## config.mk

```make
export PLATFORM = sky130hd
export DESIGN_NAME = mem_port_arbiter_flat
export DESIGN_NICKNAME = d
export VERILOG_FILES = /design/src/rtl/mem_port_arbiter_if.sv /design/src/rtl/mem_port_arbiter.sv /design/src/flat_wrapper.sv
export SDC_FILE = /design/constraint.sdc
export NUM_CORES = 1
export LEC_CHECK = 0
export CORE_UTILIZATION = 36
export DETAILED_ROUTE_END_ITERATION = 8
export PLACE_DENSITY = 0.87
export SYNTH_ARGS = -nofsm -noshare
export SYNTH_HDL_FRONTEND = slang
export SYNTH_SLANG_ARGS = --single-unit
```

## constraint.sdc

```tcl
create_clock -name clk -period 4.7 [get_ports clk]
set_input_delay 0.94 -clock clk [delete_from_list [all_inputs] [get_ports clk]]
set_output_delay 0.94 -clock clk [all_outputs]
set_load 0.1 [all_outputs]
```

## src/rtl/mem_port_arbiter_if.sv

```systemverilog
// mem_port_arbiter_if: bundles the CPU, secondary (DMA/debug) and memory-side
// signals of the unified memory port arbiter.
//   slave  : the arbiter's view (accepts requester accesses, drives memory)
//   master : the environment's view (requesters and the memory itself)
interface mem_port_arbiter_if #(
    parameter int ADDR_WIDTH = 32,
    parameter int DATA_WIDTH = 32
);
    // CPU requester
    logic                  cpu_req;
    logic                  cpu_we;
    logic [ADDR_WIDTH-1:0] cpu_addr;
    logic [DATA_WIDTH-1:0] cpu_wdata;
    logic                  cpu_done;
    logic [DATA_WIDTH-1:0] cpu_rdata;

    // Secondary requester (DMA, debug loader, backdoor)
    logic                  dma_req;
    logic                  dma_we;
    logic [ADDR_WIDTH-1:0] dma_addr;
    logic [DATA_WIDTH-1:0] dma_wdata;
    logic                  dma_done;
    logic [DATA_WIDTH-1:0] dma_rdata;

    // Memory side
    logic                  mem_req;
    logic                  mem_we;
    logic [ADDR_WIDTH-1:0] mem_addr;
    logic [DATA_WIDTH-1:0] mem_wdata;
    logic                  mem_ready;
    logic [DATA_WIDTH-1:0] mem_rdata;
    logic                  mem_err;

    modport slave (
        input  cpu_req, cpu_we, cpu_addr, cpu_wdata,
        output cpu_done, cpu_rdata,
        input  dma_req, dma_we, dma_addr, dma_wdata,
        output dma_done, dma_rdata,
        output mem_req, mem_we, mem_addr, mem_wdata, mem_err,
        input  mem_ready, mem_rdata
    );

    modport master (
        output cpu_req, cpu_we, cpu_addr, cpu_wdata,
        input  cpu_done, cpu_rdata,
        output dma_req, dma_we, dma_addr, dma_wdata,
        input  dma_done, dma_rdata,
        input  mem_req, mem_we, mem_addr, mem_wdata, mem_err,
        output mem_ready, mem_rdata
    );
endinterface

```

## src/rtl/mem_port_arbiter.sv

```systemverilog
// mem_port_arbiter: shares one variable-latency memory port between the
// multi-cycle CPU and a secondary requester. One access at a time, round-robin
// on ties (CPU wins the first tie after reset), req/ready handshake towards
// memory and a one-cycle done pulse back to the requester that owned the access.
//
// Build option: define MEM_ARB_TIMEOUT_EN to add a mem_ready watchdog. After
// TIMEOUT_CYCLES stalled BUSY cycles the access is abandoned, the owner sees
// done with rdata=0 and the sticky mem_err flag sets until reset. Without the
// macro BUSY waits for mem_ready indefinitely and mem_err is tied low.
module mem_port_arbiter #(
    parameter int ADDR_WIDTH     = 32,
    parameter int DATA_WIDTH     = 32,
    parameter int TIMEOUT_CYCLES = 64
) (
    input  logic              clk,
    input  logic              reset,
    mem_port_arbiter_if.slave bus
);

    typedef enum logic [1:0] {
        ST_IDLE = 2'd0,
        ST_BUSY = 2'd1,
        ST_DONE = 2'd2
    } state_t;

    typedef enum logic [1:0] {
        OWN_NONE = 2'd0,
        OWN_CPU  = 2'd1,
        OWN_DMA  = 2'd2
    } owner_t;

    // Round-robin pick, only meaningful when at least one request is up:
    // returns 1 when the secondary requester gets the port.
    function automatic logic pick_dma(input logic cpu_req,
                                      input logic dma_req,
                                      input logic last_dma);
        logic p;
        if (cpu_req && dma_req) begin
            p = !last_dma;
        end else begin
            p = dma_req;
        end
        return p;
    endfunction

    state_t                state_q,     state_d;
    owner_t                owner_q,     owner_d;
    logic                  last_dma_q,  last_dma_d;   // 1: DMA was granted most recently
    logic                  mem_req_q,   mem_req_d;
    logic                  mem_we_q,    mem_we_d;
    logic [ADDR_WIDTH-1:0] mem_addr_q,  mem_addr_d;
    logic [DATA_WIDTH-1:0] mem_wdata_q, mem_wdata_d;
    logic                  cpu_done_q,  cpu_done_d;
    logic [DATA_WIDTH-1:0] cpu_rdata_q, cpu_rdata_d;
    logic                  dma_done_q,  dma_done_d;
    logic [DATA_WIDTH-1:0] dma_rdata_q, dma_rdata_d;

    logic any_req;
    logic grant_dma;

`ifdef MEM_ARB_TIMEOUT_EN
    // Wide enough to hold TIMEOUT_CYCLES itself.
    localparam int TMO_W = (TIMEOUT_CYCLES < 1) ? 1 : $clog2(TIMEOUT_CYCLES + 1);
    localparam logic [TMO_W-1:0] TMO_LAST = TMO_W'(TIMEOUT_CYCLES - 1);

    logic [TMO_W-1:0] tmo_cnt_q, tmo_cnt_d;
    logic             mem_err_q, mem_err_d;
`else
    // The watchdog limit has no meaning in this build.
    logic unused_timeout_cycles;
    assign unused_timeout_cycles = (TIMEOUT_CYCLES == 0);
`endif

    // Arbitration decision for the current IDLE cycle.
    always_comb begin
        any_req   = bus.cpu_req | bus.dma_req;
        grant_dma = pick_dma(bus.cpu_req, bus.dma_req, last_dma_q);
    end

    // Next-state and registered-output logic for the IDLE/BUSY/DONE sequencer.
    always_comb begin
        state_d     = state_q;
        owner_d     = owner_q;
        last_dma_d  = last_dma_q;
        mem_req_d   = mem_req_q;
        mem_we_d    = mem_we_q;
        mem_addr_d  = mem_addr_q;
        mem_wdata_d = mem_wdata_q;
        cpu_done_d  = 1'b0;
        cpu_rdata_d = cpu_rdata_q;
        dma_done_d  = 1'b0;
        dma_rdata_d = dma_rdata_q;
`ifdef MEM_ARB_TIMEOUT_EN
        tmo_cnt_d   = tmo_cnt_q;
        mem_err_d   = mem_err_q;
`endif

        unique case (state_q)
            ST_IDLE: begin
                // A req still high here is always a fresh access.
                if (any_req) begin
                    state_d   = ST_BUSY;
                    mem_req_d = 1'b1;
`ifdef MEM_ARB_TIMEOUT_EN
                    tmo_cnt_d = '0;
`endif
                    if (grant_dma) begin
                        owner_d     = OWN_DMA;
                        last_dma_d  = 1'b1;
                        mem_we_d    = bus.dma_we;
                        mem_addr_d  = bus.dma_addr;
                        mem_wdata_d = bus.dma_wdata;
                    end else begin
                        owner_d     = OWN_CPU;
                        last_dma_d  = 1'b0;
                        mem_we_d    = bus.cpu_we;
                        mem_addr_d  = bus.cpu_addr;
                        mem_wdata_d = bus.cpu_wdata;
                    end
                end
            end

            ST_BUSY: begin
                // Memory-side fields stay frozen; only mem_ready (or the
                // watchdog) moves us on. Requester inputs are not looked at.
                if (bus.mem_ready) begin
                    mem_req_d = 1'b0;
                    state_d   = ST_DONE;
                    if (owner_q == OWN_CPU) begin
                        cpu_done_d = 1'b1;
                        if (!mem_we_q) begin
                            cpu_rdata_d = bus.mem_rdata;
                        end
                    end else if (owner_q == OWN_DMA) begin
                        dma_done_d = 1'b1;
                        if (!mem_we_q) begin
                            dma_rdata_d = bus.mem_rdata;
                        end
                    end
                end else begin
`ifdef MEM_ARB_TIMEOUT_EN
                    tmo_cnt_d = tmo_cnt_q + TMO_W'(1);
                    if (tmo_cnt_q == TMO_LAST) begin
                        // Give up: the owner still gets its done, with zero data.
                        mem_req_d = 1'b0;
                        state_d   = ST_DONE;
                        mem_err_d = 1'b1;
                        if (owner_q == OWN_CPU) begin
                            cpu_done_d  = 1'b1;
                            cpu_rdata_d = '0;
                        end else if (owner_q == OWN_DMA) begin
                            dma_done_d  = 1'b1;
                            dma_rdata_d = '0;
                        end
                    end
`endif
                end
            end

            ST_DONE: begin
                // done is high during this cycle; release the port.
                state_d = ST_IDLE;
                owner_d = OWN_NONE;
            end

            default: begin
                state_d   = ST_IDLE;
                owner_d   = OWN_NONE;
                mem_req_d = 1'b0;
            end
        endcase
    end

    // State and output registers; reset abandons any access in flight.
    always_ff @(posedge clk or posedge reset) begin
        if (reset) begin
            state_q     <= ST_IDLE;
            owner_q     <= OWN_NONE;
            last_dma_q  <= 1'b1;
            mem_req_q   <= 1'b0;
            mem_we_q    <= 1'b0;
            mem_addr_q  <= '0;
            mem_wdata_q <= '0;
            cpu_done_q  <= 1'b0;
            cpu_rdata_q <= '0;
            dma_done_q  <= 1'b0;
            dma_rdata_q <= '0;
        end else begin
            state_q     <= state_d;
            owner_q     <= owner_d;
            last_dma_q  <= last_dma_d;
            mem_req_q   <= mem_req_d;
            mem_we_q    <= mem_we_d;
            mem_addr_q  <= mem_addr_d;
            mem_wdata_q <= mem_wdata_d;
            cpu_done_q  <= cpu_done_d;
            cpu_rdata_q <= cpu_rdata_d;
            dma_done_q  <= dma_done_d;
            dma_rdata_q <= dma_rdata_d;
        end
    end

`ifdef MEM_ARB_TIMEOUT_EN
    // Watchdog counter and sticky error flag.
    always_ff @(posedge clk or posedge reset) begin
        if (reset) begin
            tmo_cnt_q <= '0;
            mem_err_q <= 1'b0;
        end else begin
            tmo_cnt_q <= tmo_cnt_d;
            mem_err_q <= mem_err_d;
        end
    end

    assign bus.mem_err = mem_err_q;
`else
    assign bus.mem_err = 1'b0;
`endif

    assign bus.mem_req   = mem_req_q;
    assign bus.mem_we    = mem_we_q;
    assign bus.mem_addr  = mem_addr_q;
    assign bus.mem_wdata = mem_wdata_q;
    assign bus.cpu_done  = cpu_done_q;
    assign bus.cpu_rdata = cpu_rdata_q;
    assign bus.dma_done  = dma_done_q;
    assign bus.dma_rdata = dma_rdata_q;

endmodule

```

## src/flat_wrapper.sv

```systemverilog
// flat-port wrapper written by rule: the top's interface ports become plain ports
module mem_port_arbiter_flat 
#(
    parameter int ADDR_WIDTH     = 32,
    parameter int DATA_WIDTH     = 32,
    parameter int TIMEOUT_CYCLES = 64
)
  (clk, reset, bus_cpu_req, bus_cpu_we, bus_cpu_addr, bus_cpu_wdata, bus_cpu_done, bus_cpu_rdata, bus_dma_req, bus_dma_we, bus_dma_addr, bus_dma_wdata, bus_dma_done, bus_dma_rdata, bus_mem_req, bus_mem_we, bus_mem_addr, bus_mem_wdata, bus_mem_err, bus_mem_ready, bus_mem_rdata);
  mem_port_arbiter_if #(.ADDR_WIDTH(ADDR_WIDTH), .DATA_WIDTH(DATA_WIDTH)) bus_i ();
  input  logic clk;
  input  logic reset;
  input wire logic [$bits(bus_i.cpu_req)-1:0] bus_cpu_req;
  input wire logic [$bits(bus_i.cpu_we)-1:0] bus_cpu_we;
  input wire logic [$bits(bus_i.cpu_addr)-1:0] bus_cpu_addr;
  input wire logic [$bits(bus_i.cpu_wdata)-1:0] bus_cpu_wdata;
  output wire logic [$bits(bus_i.cpu_done)-1:0] bus_cpu_done;
  output wire logic [$bits(bus_i.cpu_rdata)-1:0] bus_cpu_rdata;
  input wire logic [$bits(bus_i.dma_req)-1:0] bus_dma_req;
  input wire logic [$bits(bus_i.dma_we)-1:0] bus_dma_we;
  input wire logic [$bits(bus_i.dma_addr)-1:0] bus_dma_addr;
  input wire logic [$bits(bus_i.dma_wdata)-1:0] bus_dma_wdata;
  output wire logic [$bits(bus_i.dma_done)-1:0] bus_dma_done;
  output wire logic [$bits(bus_i.dma_rdata)-1:0] bus_dma_rdata;
  output wire logic [$bits(bus_i.mem_req)-1:0] bus_mem_req;
  output wire logic [$bits(bus_i.mem_we)-1:0] bus_mem_we;
  output wire logic [$bits(bus_i.mem_addr)-1:0] bus_mem_addr;
  output wire logic [$bits(bus_i.mem_wdata)-1:0] bus_mem_wdata;
  output wire logic [$bits(bus_i.mem_err)-1:0] bus_mem_err;
  input wire logic [$bits(bus_i.mem_ready)-1:0] bus_mem_ready;
  input wire logic [$bits(bus_i.mem_rdata)-1:0] bus_mem_rdata;
  assign bus_i.cpu_req = bus_cpu_req;
  assign bus_i.cpu_we = bus_cpu_we;
  assign bus_i.cpu_addr = bus_cpu_addr;
  assign bus_i.cpu_wdata = bus_cpu_wdata;
  assign bus_cpu_done = bus_i.cpu_done;
  assign bus_cpu_rdata = bus_i.cpu_rdata;
  assign bus_i.dma_req = bus_dma_req;
  assign bus_i.dma_we = bus_dma_we;
  assign bus_i.dma_addr = bus_dma_addr;
  assign bus_i.dma_wdata = bus_dma_wdata;
  assign bus_dma_done = bus_i.dma_done;
  assign bus_dma_rdata = bus_i.dma_rdata;
  assign bus_mem_req = bus_i.mem_req;
  assign bus_mem_we = bus_i.mem_we;
  assign bus_mem_addr = bus_i.mem_addr;
  assign bus_mem_wdata = bus_i.mem_wdata;
  assign bus_mem_err = bus_i.mem_err;
  assign bus_i.mem_ready = bus_mem_ready;
  assign bus_i.mem_rdata = bus_mem_rdata;
  mem_port_arbiter #(.ADDR_WIDTH(ADDR_WIDTH), .DATA_WIDTH(DATA_WIDTH), .TIMEOUT_CYCLES(TIMEOUT_CYCLES)) u_core (.clk(clk), .reset(reset), .bus(bus_i));
endmodule
```

==> reports/summary.txt <==
CTS Root Cell -> clkbuf_16
reg2reg start -> u_core.state_q[1]
Top Family by Delay on Critical Path -> buffers and inverters
Slew Limit Fails -> 0
CTS H-tree depth -> 4
Synth area leaders -> dfrtp_1 58%, nand2_1 8.5%, mux2_4 7.7%
Post-synth EDFFs -> 0
Hold Buf Count CTS -> 0
first-pass GRT wire length -> 27500 µm
synthesized netlist cell count -> 536
CP max stage delay -> 1.17 ns
Starting Density -> 37.0%
Max Clk Rate -> 0.344 GHz
worst clock skew -> 0.00617 ns
fin nets -> 982
Tot GR Track Use -> 21.5%
DR DRC count -> 0
count leader, synth -> dfrtp_1
area leader, netlist -> dfrtp_1
clk slew on worst S/H paths -> 0.06 ns
Reg-to-Reg End -> u_core.bus.dma_rdata[13]
synthesized flop and latch total -> 137
synth warn -> 0
CTS tree -> done
starting DRC count in detailed routing -> 191
Setup crit end kind -> output port
Mean Syn Cell Area -> 11.0 µm²
input/output buffers -> 298
Rows -> 46
Async S/R FF share, synth -> 100%
drt first pass iters -> 4
I/O pin count -> 300
worst-path cell chain -> clkdlybuf4s50_1
Worst path slowest cell -> clkdlybuf4s50_1
initial antenna violation count -> 1
Hold Path Sink -> u_core.bus.mem_req
Slew HR -> 28.8%
status -> completed
post-synth top area share -> 57.9%
area of the core -> 15900 µm²
maxcap violations -> 0
vias in the first global route -> 5214
post-CTS setup buffer count -> 0
# setup viols final -> 0
Vias per Instance -> 4.90
critical path class -> reg -> out
Hold Fails Final Rpt -> 0
DR vias -> 5113
area delta synth->final -> 63.0%
Hold Path Stages -> 2
worst hold path type -> reg -> reg
WL final -> 17800 µm
share of cells above drive strength 1 -> 13.2%
Least-Margin Pin Slew -> 1.07 ns
Horiz. Die Dim -> 130 µm
ant diodes -> 0
Die H -> 130 µm
CTS Buf Count -> 17
WL per Instance -> 17.0 µm
setup TNS -> 0 ns
CP bufs+invs -> 1
Synth top cells by count -> 136 x dfrtp_1, 133 x nand2_1, 67 x a21oi_1
syn nets -> 703
minimum clock period after layout -> 2.91 ns
reg2reg path depth -> 3
CP Launch Type -> flop
Reg2Reg Setup Slack -> 2.45 ns
CP Data Required Time -> 3.76 ns
library cells used by synthesis -> 26
CTS sink cnt -> 137
Post-Syn Area -> 5880 µm²
Routed Antenna Nets -> 0
Worst Path Arrival -> 1.97 ns
DP HPWL -> 12500 µm
min-delay src -> u_core.bus.mem_req
clock latency on the worst-skew pair -> 0.41 ns
CTS max path bufs -> 2
sequential area share after synthesis -> 58.4%
Most used DFF post-synth -> dfrtp_1
final critical-path share of the clock period -> 61.8%
critical-path maximum fanout -> 2
unrepaired setup endpoints after global routing -> false
GP Congestion -> 0.741
die area -> 16800 µm²
largest net degree at the start of global routing -> 115
post_cts resized -> 0
global route total overflow -> 0
routing by layer:
layer | GRT usage [%] | up-vias | wire length, µm
li1 | - | 2432 | -
met1 | 25.3 | 2416 | 7130
met5 | 0 | - | 13
met4 | 8.89 | 2 | 347
met2 | 36.0 | 240 | 8620
met3 | 7.26 | 23 | 1650
registers in the layout, indices dropped and copies added (netlist names):
register              count
u_core.bus.cpu_rdata     32
u_core.bus.dma_rdata     32
u_core.bus.mem_addr      32
u_core.bus.mem_wdata     32
u_core.owner_q            2
u_core.state_q            2
u_core.bus.cpu_done       1
u_core.bus.dma_done       1
u_core.bus.mem_req        1
u_core.bus.mem_we         1
u_core.last_dma_q         1
cell families (layout without fill, tap and decap cells):
| family | Yosys count | in the layout | share of synthesized area, % |
|---|---|---|---|
| multiplexers | 64 | 64 | 14.2 |
| other | 1 | 1 | 0.0638 |
| AND/OR/NAND/NOR | 146 | 146 | 9.73 |
| AO/OA/AOI/OAI | 140 | 140 | 13.6 |
| flip-flops | 137 | 137 | 58.4 |
| buffers and inverters | 48 | 340 | 4.11 |
final cells by class:
| cell class | instances | area, µm² |
|---|---|---|
| clock inverters | 14 | 171 |
| well taps | 216 | 270 |
| clock buffers | 18 | 429 |
| multi-input cells | 351 | 2230 |
| repair buffers | 305 | 3040 |
| inverters | 3 | 16.3 |
| fillers | 1285 | 6310 |
| flip-flops and latches | 137 | 3430 |
layout by cell type (no fill, tap or decap), drive strengths merged:
cell,Yosys,routed
or2,1,1
clkbuf,27,18
o21bai,1,1
or3,2,2
nor2,4,4
a21boi,1,1
a21bo,1,1
a31oi,66,66
and2,1,1
nand2b,4,4
nand2,133,133
clkdlybuf4s50,0,298
bufinv,0,3
o21ai,3,3
mux2,64,64
clkinv,0,6
buf,18,7
nand3b,1,1
dfstp,1,1
inv,3,5
a21oi,67,67
a2bb2oi,1,1
conb,1,1
clkinvlp,0,3
dfrtp,136,136
worst max path at each step:
stage                                   startpoint                  endpoint  slack (ns)  cells after the start
after floorplan                              reset       u_core.bus.cpu_done        0.09                      1
after global placement                 bus_dma_req  u_core.bus.mem_wdata[18]        1.54                      5
after detailed placement               bus_cpu_req  u_core.bus.mem_wdata[24]        1.41                      5
final                     u_core.bus.mem_wdata[18]         bus_mem_wdata[18]        1.79                      1
after CTS                  u_core.bus.mem_addr[30]          bus_mem_addr[30]        1.75                      1
after global routing      u_core.bus.mem_wdata[22]         bus_mem_wdata[22]        1.74                      1
through the flow:
| stage | util [%] | instance area (µm²) | std cells | worst slack, ns | hold slack (ns) |
|---|---|---|---|---|---|
| floorplan | - | 5880 | 536 | 0.0938 | 0.460 |
| global placement | 56.5 | 8980 | 1012 | 1.54 | 0.467 |
| detailed placement | 56.5 | 8980 | 1012 | 1.41 | 0.480 |
| CTS | 60.3 | 9580 | 1044 | 1.75 | 0.506 |
| global route | 60.3 | 9580 | 1044 | 1.74 | 0.524 |
| finish | 60.3 | 9580 | 1044 | 1.79 | 0.503 |
Power is not shown: default switching activity piles up to over one toggle a cycle in this logic, so the estimate is an artifact.
